--- config.mk ---
export PLATFORM = sky130hd
export DESIGN_NAME = tblink_rpc_invoke_arb
export DESIGN_NICKNAME = d
export VERILOG_FILES = /design/src/rtl/tblink_rpc_invoke_arb.sv
export SDC_FILE = /design/constraint.sdc
export NUM_CORES = 1
export LEC_CHECK = 0
export BUFFER_PORTS_ARGS = -buffer_cell sky130_fd_sc_hd__buf_4
export CAP_MARGIN = 20
export CORE_AREA = 10 10 193 195
export DETAILED_ROUTE_END_ITERATION = 10
export DIE_AREA = 0 0 203 205
export GPL_ROUTABILITY_DRIVEN = 0
export PLACE_DENSITY = 0.66
export RECOVER_POWER = 25
export SETUP_SLACK_MARGIN = 0.1
export SLEW_MARGIN = 40
export SYNTH_ARGS = -nofsm -noshare
export SYNTH_HDL_FRONTEND = slang
export SYNTH_SLANG_ARGS = --single-unit
--- constraint.sdc ---
create_clock -name clock_i -period 3.5 [get_ports clock_i]
set_input_delay 0.7 -clock clock_i [delete_from_list [all_inputs] [get_ports clock_i]]
set_output_delay 0.7 -clock clock_i [all_outputs]
set_load 0.01 [all_outputs]
--- src/rtl/tblink_rpc_invoke_arb.sv ---
// Round-robin invoke arbiter for TbLink RPC requesters. Blocking calls get
// a tag that tracks them until the bridge responds; non-blocking calls are
// fire-and-forget once the bridge accepts them.
module tblink_rpc_invoke_arb #(
    parameter int unsigned N_REQ  = 4,
    parameter int unsigned MID_W  = 8,
    parameter int unsigned DATA_W = 64,
    parameter int unsigned TAG_W  = 2,
    localparam int unsigned SRC_W = (N_REQ > 1) ? $clog2(N_REQ) : 1
) (
    input  logic                      clock_i,
    input  logic                      reset_i,
    input  logic                      enable_i,
    input  logic [N_REQ-1:0]          req_valid_i,
    output logic [N_REQ-1:0]          req_ready_o,
    input  logic [N_REQ-1:0]          req_blocking_i,
    input  logic [N_REQ*MID_W-1:0]    req_method_i,
    input  logic [N_REQ*DATA_W-1:0]   req_params_i,
    output logic                      out_valid_o,
    input  logic                      out_ready_i,
    output logic [MID_W-1:0]          out_method_o,
    output logic [DATA_W-1:0]         out_params_o,
    output logic                      out_blocking_o,
    output logic [TAG_W-1:0]          out_tag_o,
    output logic [SRC_W-1:0]          out_src_o,
    input  logic                      rsp_valid_i,
    input  logic [TAG_W-1:0]          rsp_tag_i,
    input  logic [DATA_W-1:0]         rsp_data_i,
    output logic [N_REQ-1:0]          cpl_valid_o,
    output logic [DATA_W-1:0]         cpl_data_o,
    output logic [N_REQ-1:0]          busy_o,
    output logic [TAG_W:0]            outstanding_o,
    output logic                      err_unexp_tag_o
);

    localparam int unsigned N_TAG = 2 ** TAG_W;
    localparam int unsigned CNT_W = TAG_W + 1;

    typedef enum logic [1:0] {
        TAG_FREE    = 2'd0,
        TAG_ISSUED  = 2'd1,
        TAG_PENDING = 2'd2
    } tag_st_e;

    tag_st_e             tag_st_q  [N_TAG];
    tag_st_e             tag_st_d  [N_TAG];
    logic [SRC_W-1:0]    tag_src_q [N_TAG];
    logic [SRC_W-1:0]    tag_src_d [N_TAG];
    logic [N_REQ-1:0]    busy_q, busy_d;
    logic [SRC_W-1:0]    rr_q, rr_d;
    logic                out_valid_q, out_valid_d;
    logic [MID_W-1:0]    out_method_q, out_method_d;
    logic [DATA_W-1:0]   out_params_q, out_params_d;
    logic                out_blocking_q, out_blocking_d;
    logic [TAG_W-1:0]    out_tag_q, out_tag_d;
    logic [SRC_W-1:0]    out_src_q, out_src_d;
    logic [N_REQ-1:0]    cpl_valid_q, cpl_valid_d;
    logic [DATA_W-1:0]   cpl_data_q, cpl_data_d;
    logic                err_q, err_d;
    logic [CNT_W-1:0]    outstanding_q, outstanding_d;

    logic                slot_free;
    logic                tag_avail;
    logic [TAG_W-1:0]    free_tag;
    logic [N_REQ-1:0]    eligible;
    logic                gnt_found;
    logic [SRC_W-1:0]    gnt_idx;

    // Lowest FREE tag and per-requester eligibility, all from registered state
    always_comb begin
        tag_avail = 1'b0;
        free_tag  = '0;
        for (int t = int'(N_TAG) - 1; t >= 0; t--) begin
            if (tag_st_q[t] == TAG_FREE) begin
                tag_avail = 1'b1;
                free_tag  = TAG_W'(t);
            end
        end
        for (int i = 0; i < int'(N_REQ); i++) begin
            eligible[i] = req_valid_i[i] && !busy_q[i] && (!req_blocking_i[i] || tag_avail);
        end
    end

    // Round-robin pick starting at rr_q when the output slot can take a new invoke
    always_comb begin
        slot_free   = !out_valid_q || out_ready_i;
        gnt_found   = 1'b0;
        gnt_idx     = '0;
        req_ready_o = '0;
        for (int k = 0; k < int'(N_REQ); k++) begin : search
            int unsigned idx;
            idx = (32'(rr_q) + 32'(k)) % N_REQ;
            if (!gnt_found && eligible[idx]) begin
                gnt_found = 1'b1;
                gnt_idx   = SRC_W'(idx);
            end
        end
        if (!(slot_free && enable_i)) begin
            gnt_found = 1'b0;
        end
        if (gnt_found) begin
            req_ready_o[gnt_idx] = 1'b1;
        end
    end

    // Next state: out handshake, bridge response, then new grant
    always_comb begin
        tag_st_d       = tag_st_q;
        tag_src_d      = tag_src_q;
        busy_d         = busy_q;
        rr_d           = rr_q;
        out_valid_d    = out_valid_q;
        out_method_d   = out_method_q;
        out_params_d   = out_params_q;
        out_blocking_d = out_blocking_q;
        out_tag_d      = out_tag_q;
        out_src_d      = out_src_q;
        cpl_valid_d    = '0;
        cpl_data_d     = cpl_data_q;
        err_d          = 1'b0;
        outstanding_d  = '0;

        if (out_valid_q && out_ready_i) begin
            out_valid_d = 1'b0;
            if (out_blocking_q) begin
                tag_st_d[out_tag_q] = TAG_PENDING;
            end
        end

        if (rsp_valid_i) begin
            if (tag_st_q[rsp_tag_i] == TAG_PENDING) begin
                tag_st_d[rsp_tag_i]               = TAG_FREE;
                busy_d[tag_src_q[rsp_tag_i]]      = 1'b0;
                cpl_valid_d[tag_src_q[rsp_tag_i]] = 1'b1;
                cpl_data_d                        = rsp_data_i;
            end else begin
                err_d = 1'b1;
            end
        end

        if (gnt_found) begin
            out_valid_d    = 1'b1;
            out_src_d      = gnt_idx;
            out_method_d   = req_method_i[gnt_idx*MID_W +: MID_W];
            out_params_d   = req_params_i[gnt_idx*DATA_W +: DATA_W];
            out_blocking_d = req_blocking_i[gnt_idx];
            rr_d           = (gnt_idx == SRC_W'(N_REQ - 1)) ? '0 : gnt_idx + SRC_W'(1);
            if (req_blocking_i[gnt_idx]) begin
                out_tag_d           = free_tag;
                tag_st_d[free_tag]  = TAG_ISSUED;
                tag_src_d[free_tag] = gnt_idx;
                busy_d[gnt_idx]     = 1'b1;
            end else begin
                out_tag_d = '0;
            end
        end

        for (int t = 0; t < int'(N_TAG); t++) begin
            if (tag_st_d[t] != TAG_FREE) begin
                outstanding_d = outstanding_d + CNT_W'(1);
            end
        end
    end

    // State registers; reset drops all in-flight calls
    always_ff @(posedge clock_i) begin
        if (reset_i) begin
            for (int t = 0; t < int'(N_TAG); t++) begin
                tag_st_q[t]  <= TAG_FREE;
                tag_src_q[t] <= '0;
            end
            busy_q         <= '0;
            rr_q           <= '0;
            out_valid_q    <= 1'b0;
            out_method_q   <= '0;
            out_params_q   <= '0;
            out_blocking_q <= 1'b0;
            out_tag_q      <= '0;
            out_src_q      <= '0;
            cpl_valid_q    <= '0;
            cpl_data_q     <= '0;
            err_q          <= 1'b0;
            outstanding_q  <= '0;
        end else begin
            tag_st_q       <= tag_st_d;
            tag_src_q      <= tag_src_d;
            busy_q         <= busy_d;
            rr_q           <= rr_d;
            out_valid_q    <= out_valid_d;
            out_method_q   <= out_method_d;
            out_params_q   <= out_params_d;
            out_blocking_q <= out_blocking_d;
            out_tag_q      <= out_tag_d;
            out_src_q      <= out_src_d;
            cpl_valid_q    <= cpl_valid_d;
            cpl_data_q     <= cpl_data_d;
            err_q          <= err_d;
            outstanding_q  <= outstanding_d;
        end
    end

    assign out_valid_o     = out_valid_q;
    assign out_method_o    = out_method_q;
    assign out_params_o    = out_params_q;
    assign out_blocking_o  = out_blocking_q;
    assign out_tag_o       = out_tag_q;
    assign out_src_o       = out_src_q;
    assign cpl_valid_o     = cpl_valid_q;
    assign cpl_data_o      = cpl_data_q;
    assign busy_o          = busy_q;
    assign outstanding_o   = outstanding_q;
    assign err_unexp_tag_o = err_q;

endmodule

Word-level counts from Yosys, hierarchy flattened
Cells that the tools add are included.

word-level totals
  register bits = 172
  input port bits = 367
  output and inout port bits = 158
  word-level logic and storage cells = 173

cells by class
  $add $sub $neg = 7
  $lt $le $gt $ge = 14
  eq/ne operators = 2
  shift-type cells = 2
  mux-type cells = 64
  bitwise operators = 16
  reduce and logical (&&, ||, !) cells = 48

operator list
  cell                                                       count
  indexed part select 256 x 9 -> 64 bit                      1
  two-way mux 8 bit                                          6
  two-way mux 2 bit                                          17
  indexed part select 32 x 6 -> 8 bit                        1
  two-way mux 1 bit                                          20
  two-way mux 4 bit                                          5
  logical AND 1 bit                                          18
  < comparator 2 x 3 -> 1 bit (second input constant)        6
  AND 4 bit                                                  3
  demux 2 bit (select 2 bit)                                 3
  logical NOT 1 bit                                          12
  NOT 4 bit                                                  3
  bitwise OR 4 bit                                           3
  binary-select mux 1 bit (select 2 bit)                     5
  nonzero test 2 bit                                         5
  adder 3 x 1 -> 3 bit (second input constant)               3
  greater-or-equal comparator 3 bit (second input constant)  3
  < comparator 3 x 1 -> 1 bit (second input constant)        3
  two-way mux 3 bit                                          3
  NOT 2 -> 3 bit                                             3
  AND 8 bit                                                  1
  binary-select mux 2 bit (select 2 bit)                     2
  bitwise mux 8 bit                                          1
  logical NOT 2 bit                                          4
  other kinds (11)                                           22

Logic depth before layout (Yosys ltp)
Gate-level depths: netlist of run 1.

  depth after elaboration = 31
  mapped depth = 19
  gate-level depth less buffers = 17

Least setup slack after synthesis of run 1
No wires, ideal clock.

  path kind = input-to-reg
  from = in req_blocking_i[1]
  to = reg outstanding_q[2], in the netlist outstanding_o[2]
  library setup time = 0.128 ns
  arrival time = 3.529 ns
  setup slack = -0.157 ns
  cell stages on the path = 15
  cells stage by stage = inv_1 > o31a_1 > o41ai_1 > nand2b_4 > buf_2 > a211oi_1 > o211ai_1 > o21a_1 > and2_1 > ha_1 > xnor2_1 > ha_1 > o31ai_1 > xnor2_1 > nor2_1

between the ends
  cells in the longest elaborated chain, start to end = 27
  elaborated cells on any way between the ends = 41
  classes of those cells = add/sub: 3; mux: 25; reduce/logical: 13

ends and longest elaborated chain
  element                                  RTL line  RTL
  start: declaration                       16        input logic [N_REQ-1:0] req_blocking_i,
  logical NOT 1 bit                        80        eligible[i] = req_valid_i[i] && !busy_q[i] && (!req_blocking_i[i] || tag_avail);
  logical OR 1 bit                         80
  logical AND 1 bit                        80
  binary-select mux 1 bit (select 2 bit)   93        if (!gnt_found && eligible[idx]) begin
  two-way mux 1 bit (not written as such)  93
  two-way mux 1 bit                        93
  logical NOT 1 bit                        93
  logical AND 1 bit                        93
  [11 not listed]                          n/a
  nonzero test 2 bit                       159       if (tag_st_d[t] != TAG_FREE) begin
  two-way mux 1 bit                        159
  adder 3 x 1 -> 3 bit                     160       outstanding_d = outstanding_d + CNT_W'(1);
  two-way mux 3 bit                        159
  adder 3 x 1 -> 3 bit                     160
  two-way mux 3 bit                        159
  adder 3 x 1 -> 3 bit                     160
  two-way mux 3 bit (*)                    159
  end signal: assignment                   198       outstanding_q <= outstanding_d;
  end: declaration                         60        logic [CNT_W-1:0] outstanding_q, outstanding_d;

Every way passes the cells marked *; elsewhere a longest branch is shown, timed or not. The select of a mux whose other input is x is not followed.
A chain may end at the register's enable or synchronous reset.

Worst setup path in the final report of run 1
  from = reg tag_st_q[3] (netlist bit)
  to = out req_ready_o[3]

between the ends
  cells in the longest elaborated chain, start to end = 23
  elaborated cells on any way between the ends = 41
  classes of those cells = order compare: 2; mux: 23; reduce/logical: 16

ends and longest elaborated chain
  element                                                                                                          RTL line  RTL
  start: declaration                                                                                               45        tag_st_e tag_st_q [N_TAG];
  start signal: assignment                                                                                         185       tag_st_q <= tag_st_d;
  logical NOT 2 bit (*)                                                                                            74        if (tag_st_q[t] == TAG_FREE) begin
  two-way mux 1 bit (*) (3 in a row)                                                                               74
  logical OR 1 bit                                                                                                 80
  logical AND 1 bit                                                                                                80
  binary-select mux 1 bit (select 2 bit)                                                                           93
  two-way mux 1 bit (not written as such)                                                                          93
  two-way mux 1 bit                                                                                                93
  logical NOT 1 bit                                                                                                93
  [5 not listed]                                                                                                   n/a
  logical NOT 1 bit                                                                                                93
  logical AND 1 bit                                                                                                93
  two-way mux 2 bit                                                                                                93
  < comparator 2 x 3 -> 1 bit (not written as such) or greater-or-equal comparator 2 x 1 -> 1 bit (tied branches)  102       req_ready_o[gnt_idx] = 1'b1;
  logical AND 1 bit (not written as such)                                                                          102
  two-way mux 1 bit (not written as such)                                                                          102
  demux 1 bit (select 2 bit)                                                                                       102
  two-way mux 4 bit (*)                                                                                            101       if (gnt_found) begin
  end: declaration                                                                                                 15        output logic [N_REQ-1:0] req_ready_o,

Marks and branches as above.

==> impl_metrics.json, run 1 <==
{
  "status": "finished clean",
  "synth_edf_count": 0,
  "seqCellArea_sq_um": 3450,
  "multiInputGateArea_sq_um": 5030,
  "max_slew.worst_pin.slew_ns": 0.870,
  "worstReg2RegStart": "tag_st_q[3]",
  "post_dp_cell_area_sq_um": 13300,
  "skew_ns": 0.0102,
  "tritoncts_clock_tree": "done",
  "stdcell_area_sq_um": 13800,
  "critPathMostFrequentCell": "sky130_fd_sc_hd__buf_4",
  "synth_seq_cells": 172,
  "worstPathMaxFanout": 5,
  "flow.area_growth_from_synthesis_pct": 57.7,
  "clk_latency_ns": 0.45,
  "wp_data_required_ns": 2.80,
  "cp.arrival_ns": 2.57,
  "post-route-period-util_pct": 93.4,
  "timing.critical_path.from": "tag_st_q[3]",
  "final_antenna_net_count": 0,
  "synth_compound_area_share_pct": 14.0,
  "p_per_area_nw_per_um2": 444,
  "cp-end-kind": "output port",
  "placement.io_buffers": 524,
  "grt_max_degree": 98,
  "preCtsSetupSlack_ns": -0.0557,
  "period_needed_ns": 3.27,
  "grt_antenna_before_repair": 11,
  "number_of_endpoints_failing_setup_at_the_final_stage": 0,
  "synth.avg_cell_area_sq_um": 6.69,
  "ys_types": 51,
  "mostFrequentLayoutCells": "512 x sky130_fd_sc_hd__nand2_1, 482 x sky130_fd_sc_hd__buf_4, 225 x sky130_fd_sc_hd__nand3_1, 167 x sky130_fd_sc_hd__dfxtp_1, 154 x sky130_fd_sc_hd__a21oi_1",
  "first_global_vias": 10700,
  "clock-root-buffer": "sky130_fd_sc_hd__clkbuf_16",
  "postRouteWirelength_microns": 43300,
  "cts_sinks": 172,
  "wl_per_cell_microns": 19.2,
  "ys_async_sr_fraction_pct": 0,
  "hold_violations": 0,
  "number_of_buffers_inserted_during_clock_tree_synthesis": 17,
  "clock_tree.buffer_depth": 2,
  "synth_top_cell_by_area": "sky130_fd_sc_hd__dfxtp_1",
  "routed-via-count": 10900,
  "synth_simple_gate_area_share_pct": 38.6,
  "setup_tns_ns": 0,
  "cpMaxStageDelayCell": "sky130_fd_sc_hd__dfxtp_1",
  "ys_seq_area_share_pct": 39.4,
  "synth_adder_area_share_pct": 1.00,
  "synth_fp_nets": 1682,
  "slew_headroom_pct": 42.0,
  "holdCritPathClass": "reg2reg",
  "yosys_warnings": 0,
  "track_usage_pct": 19.3,
  "maxCapViolations": 0,
  "die_width_microns": 203,
  "synth_xor_area_share_pct": 0.200,
  "number_of_max_slew_violations_in_the_final_report": 0,
  "num-fill-cells": 3532,
  "floorplan.die.height_microns": 205,
  "global_route_wire_length_before_repair_microns": 62700,
  "drt_pre_antenna_iters": 5,
  "initial_core_util_pct": 26.3,
  "achievable-frequency_ghz": 0.306,
  "synth_instances": 1308,
  "largest_family_of_logic_cells_by_synthesized_area": "simple AND/OR/NAND/NOR gates",
  "power_leakage_nw": 6.11,
  "vdd_drop_max_mv": 0.340,
  "synth_mux_area_share_pct": 1.63,
  "worst_setup_hold_path_clk_slew_ns": 0.07,
  "clock_tree.htree_level_count": 4,
  "critical-path-max-stage-delay_ns": 0.43,
  "design.portCount": 525,
  "synthFlopType": "sky130_fd_sc_hd__dfxtp_1",
  "setup_ws_ns": 0.230,
  "drt-vias-per-instance": 4.84,
  "post_route_cells_drive_above_1_share_pct": 31.2,
  "dpl.hpwl_microns": 33700,
  "yosys-top-cells-area": "sky130_fd_sc_hd__dfxtp_1 39%, sky130_fd_sc_hd__nand2_1 22%, sky130_fd_sc_hd__nand3_1 13%",
  "synthesis.area_sq_um": 8750,
  "first_iter_violations": 630,
  "coreArea_sq_um": 33300,
  "dieArea_sq_um": 41600,
  "rows": 67,
  "layout.cells.most_common": "sky130_fd_sc_hd__nand2_1",
  "critical_path.startpoint_type": "register",
  "rsz_0062_raised_after_global_routing": "false",
  "fin_util_pct": 41.5,
  "overflow": 0,
  "critical_path.cell_chain": "o22ai_2 > o31a_1 > o21ai_1 > buf_4 > nand2_4 > inv_4 > ha_1 > and2_1 > buf_4",
  "synth_largest_type_area_fraction_pct": 39.4,
  "finish.net_count": 2167,
  "worst_hold_launch": "cpl_data_o[0]",
  "postCtsHoldBufs": 0,
  "setup.worst_path.class": "reg2out",
  "drc_errors": 0
}
[sequential cells by signal, indices dropped and copies added, names as in the netlist, 3 cells and up]
register and count:
outstanding_o 3, out_params_o 64, tag_st_q 8, cpl_valid_o 4, tag_src_q 8, busy_o 4
cpl_data_o 64, out_method_o 8
[final cells by class]
class | instances | share of cell area, %
multi-input cells | 1018 | 36.5
repair buffers | 569 | 29.3
flip-flops and latches | 172 | 25.0
well taps | 448 | 4.06
clock buffers | 19 | 3.28
clock inverters | 13 | 1.31
inverters | 15 | 0.444
diodes | 6 | 0.109
[synthesized netlist by cell type, drive strengths merged (5+ instances only)]
master	count
nand2	514
nand3	226
dfxtp	172
a21oi	154
clkbuf	79
buf	25
nor2	16
inv	14
o21ai	12
and2	7
ha	7
nand2b	7
nor3	7
mux2i	6
nor2b	6
a311oi	5
[what timing repair did]
item / CTS / global route
buffers inserted: 0 / 7
cloned: 0 / 2
pin swaps: 2 / 5
endpoints found under the setup margin: 3 / 6
gates resized for setup: 5 / 17
[path summary, 6_finish.rpt]
| kind | end | slack, ns | depth (start not counted) |
|---|---|---|---|
| worst min-delay path | cpl_data_o[0] | 0.45 | 2 |
| worst max-delay path | req_ready_o[3] | 0.23 | 9 |
| worst max register to register | outstanding_o[1] | 0.23 | 15 |
| worst min register to register | cpl_data_o[0] | 0.45 | 2 |
[where the power goes]
| part | leakage [nW] | internal, mW | switching, mW | total (mW) |
|---|---|---|---|---|
| Combinational | 4.40 | 0.816 | 1.07 | 1.88 |
| Clock | 0.310 | 1.18 | 0.890 | 2.07 |
| Sequential | 1.40 | 2.09 | 0.0793 | 2.17 |
[stage by stage]
stage / cells / total power [mW] / hold WS [ns]
floorplan: 1308 / 3.19 / 0.433
global placement: 2213 / 4.05 / 0.443
detailed placement: 2213 / 4.07 / 0.447
CTS: 2245 / 6.17 / 0.457
global route: 2260 / 6.46 / 0.469
finish: 2260 / 6.12 / 0.454
[routing by layer]
layer,track usage (%),wire length [microns],vias up
met1,20.0,16000,5033
met5,0,75,-
li1,-,-,5337
met2,33.7,21800,481
met3,8.51,4490,73
met4,7.65,1020,10
[worst max-delay path, delay by kind of cell, from the launching register on]
kind	cells	cell delay [ns]
buffers and inverters	3	0.44
AO/OA/AOI/OAI	3	0.85
adder cells (fa/ha/maj)	1	0.14
flip-flops	1	0.43
AND/OR/NAND/NOR	2	0.26
[kinds of logic after synthesis]
group / count (synthesis)
multiplexers: 10
AND/OR/NAND/NOR: 794
buffers and inverters: 119
XOR/XNOR: 2
AO/OA/AOI/OAI: 204
flip-flops: 172
adder cells (fa/ha/maj): 7
Note: power is estimated with default switching activity, not from simulation.
==> inputs of run 2 (changes only) <==
CORE_AREA = 10 10 195 197   (was 10 10 193 195)
DIE_AREA = 0 0 205 207   (was 0 0 203 205)
PLACE_DENSITY = 0.63   (was 0.66)
clock period = 4.2 ns   (was 3.5 ns; I/O delays follow)
==> run 2 against run 1 <==
  * Sequential cell count unchanged
  * Critical path depth increased by 5
  * Non-clock buffer count decreased by 26
  * Via count decreased by 1.4%
==> impl_metrics.json, run 2 (same netlist as run 1, synthesis figures left out) <==
{
  "dieArea_sq_um": 42400,
  "fin_util_pct": 39.2,
  "netSwitchingPower_mw": 1.69,
  "holdCritPathClass": "reg2reg",
  "clock_tree.buffer_depth": 2,
  "final_cells": 2236,
  "slew_headroom_pct": 43.0,
  "floorplan.die.height_microns": 207,
  "cp-end-kind": "register",
  "wp_data_required_ns": 4.52,
  "maxCapViolations": 0,
  "cts_setup_buffers": 0,
  "first_iter_violations": 786,
  "number_of_buffers_inserted_during_clock_tree_synthesis": 17,
  "grt_max_degree": 145,
  "overflow": 0,
  "track_usage_pct": 19.0,
  "critical-path-max-stage-delay_ns": 0.46,
  "die_width_microns": 205,
  "max_slew.worst_pin.slew_ns": 0.855,
  "skew_ns": 0.0113,
  "report.power.total_mw": 4.88,
  "drt_pre_antenna_iters": 5,
  "preCtsSetupSlack_ns": 0.115,
  "postCtsHoldBufs": 0,
  "layout.cells.most_common": "sky130_fd_sc_hd__nand2_1",
  "number_of_max_slew_violations_in_the_final_report": 0,
  "setup_tns_ns": 0,
  "worstPathMaxFanout": 9,
  "rsz_0062_raised_after_global_routing": "false",
  "dpl.hpwl_microns": 32500,
  "drc_errors": 0,
  "period_needed_ns": 3.78,
  "critical_path.n_buffers_inverters": 0,
  "design.portCount": 525,
  "global_route_wire_length_before_repair_microns": 64000,
  "mostFrequentLayoutCells": "512 x sky130_fd_sc_hd__nand2_1, 455 x sky130_fd_sc_hd__buf_4, 226 x sky130_fd_sc_hd__nand3_1, 172 x sky130_fd_sc_hd__dfxtp_1, 154 x sky130_fd_sc_hd__a21oi_1",
  "clock_tree.htree_level_count": 4,
  "clock_power_share_pct": 32.8,
  "worst_path_dominant_cell_family": "compound AO/OA/AOI/OAI gates",
  "critical_path.cell_chain": "o22a_1 > a311o_1 > o31ai_4 > nand3_1 > a211oi_1 > o211ai_1 > o21a_1 > and2_1 > ha_1 > xnor2_1 > ha_1 > o31ai_1 > xnor2_1 > nor2_1",
  "flow.area_growth_from_synthesis_pct": 52.7,
  "post-route-period-util_pct": 90.1,
  "initial_core_util_pct": 25.6,
  "power_leakage_nw": 5.88,
  "post_dp_cell_area_sq_um": 13100,
  "setup.worst_path.class": "reg2reg",
  "postRouteWirelength_microns": 42200,
  "cpMaxStageDelayCell": "sky130_fd_sc_hd__a311o_1",
  "finish.net_count": 2140,
  "first_global_vias": 10900,
  "power.sequential.fraction_pct": 36.8,
  "tritoncts_clock_tree": "done",
  "status": "finished clean",
  "number_of_endpoints_failing_setup_at_the_final_stage": 0,
  "worst_setup_hold_path_clk_slew_ns": 0.08,
  "setup_ws_ns": 0.415,
  "grt_antenna_before_repair": 6,
  "stdcell_area_sq_um": 13400,
  "post_route_cells_drive_above_1_share_pct": 29.0,
  "rows": 68,
  "clk_latency_ns": 0.45,
  "coreArea_sq_um": 34100,
  "achievable-frequency_ghz": 0.264,
  "dp.cells": 2202,
  "hold_violations": 0,
  "drt-vias-per-instance": 4.82,
  "cts_sinks": 172,
  "fin_hold_ws_ns": 0.453,
  "clock-root-buffer": "sky130_fd_sc_hd__clkbuf_16",
  "p_per_area_nw_per_um2": 366,
  "routed-via-count": 10800,
  "combinationalPowerShare_pct": 30.4,
  "critical_path.startpoint_type": "register",
  "cp.arrival_ns": 4.10,
  "vdd_drop_max_mv": 0.285,
  "placement.io_buffers": 524,
  "power_switching_share_pct": 34.6,
  "final_antenna_net_count": 0,
  "internal_power_mw": 3.19,
  "wl_per_cell_microns": 18.9
}
## run 2: cell types whose count changed in the layout (fill, tap and decap cells not counted), moves of 3 or more
| cell | delta |
|---|---|
| sky130_fd_sc_hd__buf_4 | -27 |
| sky130_fd_sc_hd__dfxtp_1 | +5 |
| sky130_fd_sc_hd__dfxtp_2 | -5 |
| sky130_fd_sc_hd__diode_2 | -3 |
## run 2: power groups by stage
stage	registers (mW)	clock network [mW]	logic, mW
6_report	1.80	1.60	1.48
5_1_grt	1.81	1.71	1.64
4_1_cts	1.80	1.65	1.52
3_5_place_dp	1.84	0	1.52
3_3_place_gp	1.83	0	1.50
2_1_floorplan	1.87	0	0.761
## run 2: cell type report
class | count | area, sq um
inverter | 15 | 58.8
clock inverter | 14 | 158
fill | 3733 | 20800
sequential | 172 | 3440
multi-input combinational | 1017 | 4880
antenna | 3 | 7.51
tap | 455 | 569
timing repair buffer | 543 | 3820
clock buffer | 17 | 425
## run 2: worst paths after layout
kind | depth (start not counted) | slack, ns | endpoint | startpoint
worst max register to register | 14 | 0.42 | outstanding_o[2] | tag_st_q[3]
worst min-delay path | 2 | 0.45 | out_params_o[49] | out_params_o[49]
worst min register to register | 2 | 0.45 | out_params_o[49] | out_params_o[49]
worst max-delay path | 14 | 0.42 | outstanding_o[2] | tag_st_q[3]
## run 2: timing repair
action | in CTS | in global routing
hold endpoints to repair | 0 | 0
gates resized for setup | 0 | 2
endpoints found under the setup margin | 0 | 1
## run 2: routing by layer
| layer | vias up | GRT usage [%] | part of all wire (%) |
|---|---|---|---|
| met4 | 4 | 5.66 | 2.0 |
| li1 | 5286 | - | - |
| met1 | 5030 | 21.4 | 39 |
| met5 | - | 0 | 0.064 |
| met2 | 422 | 32.5 | 49 |
| met3 | 43 | 7.10 | 9.8 |
## run 2: worst min-delay path: cells and delay by family, from the launching register on
family,cells,cell delay [ns]
AO/OA/AOI/OAI,1,0.05
flip-flops,1,0.31
AND/OR/NAND/NOR,1,0.05
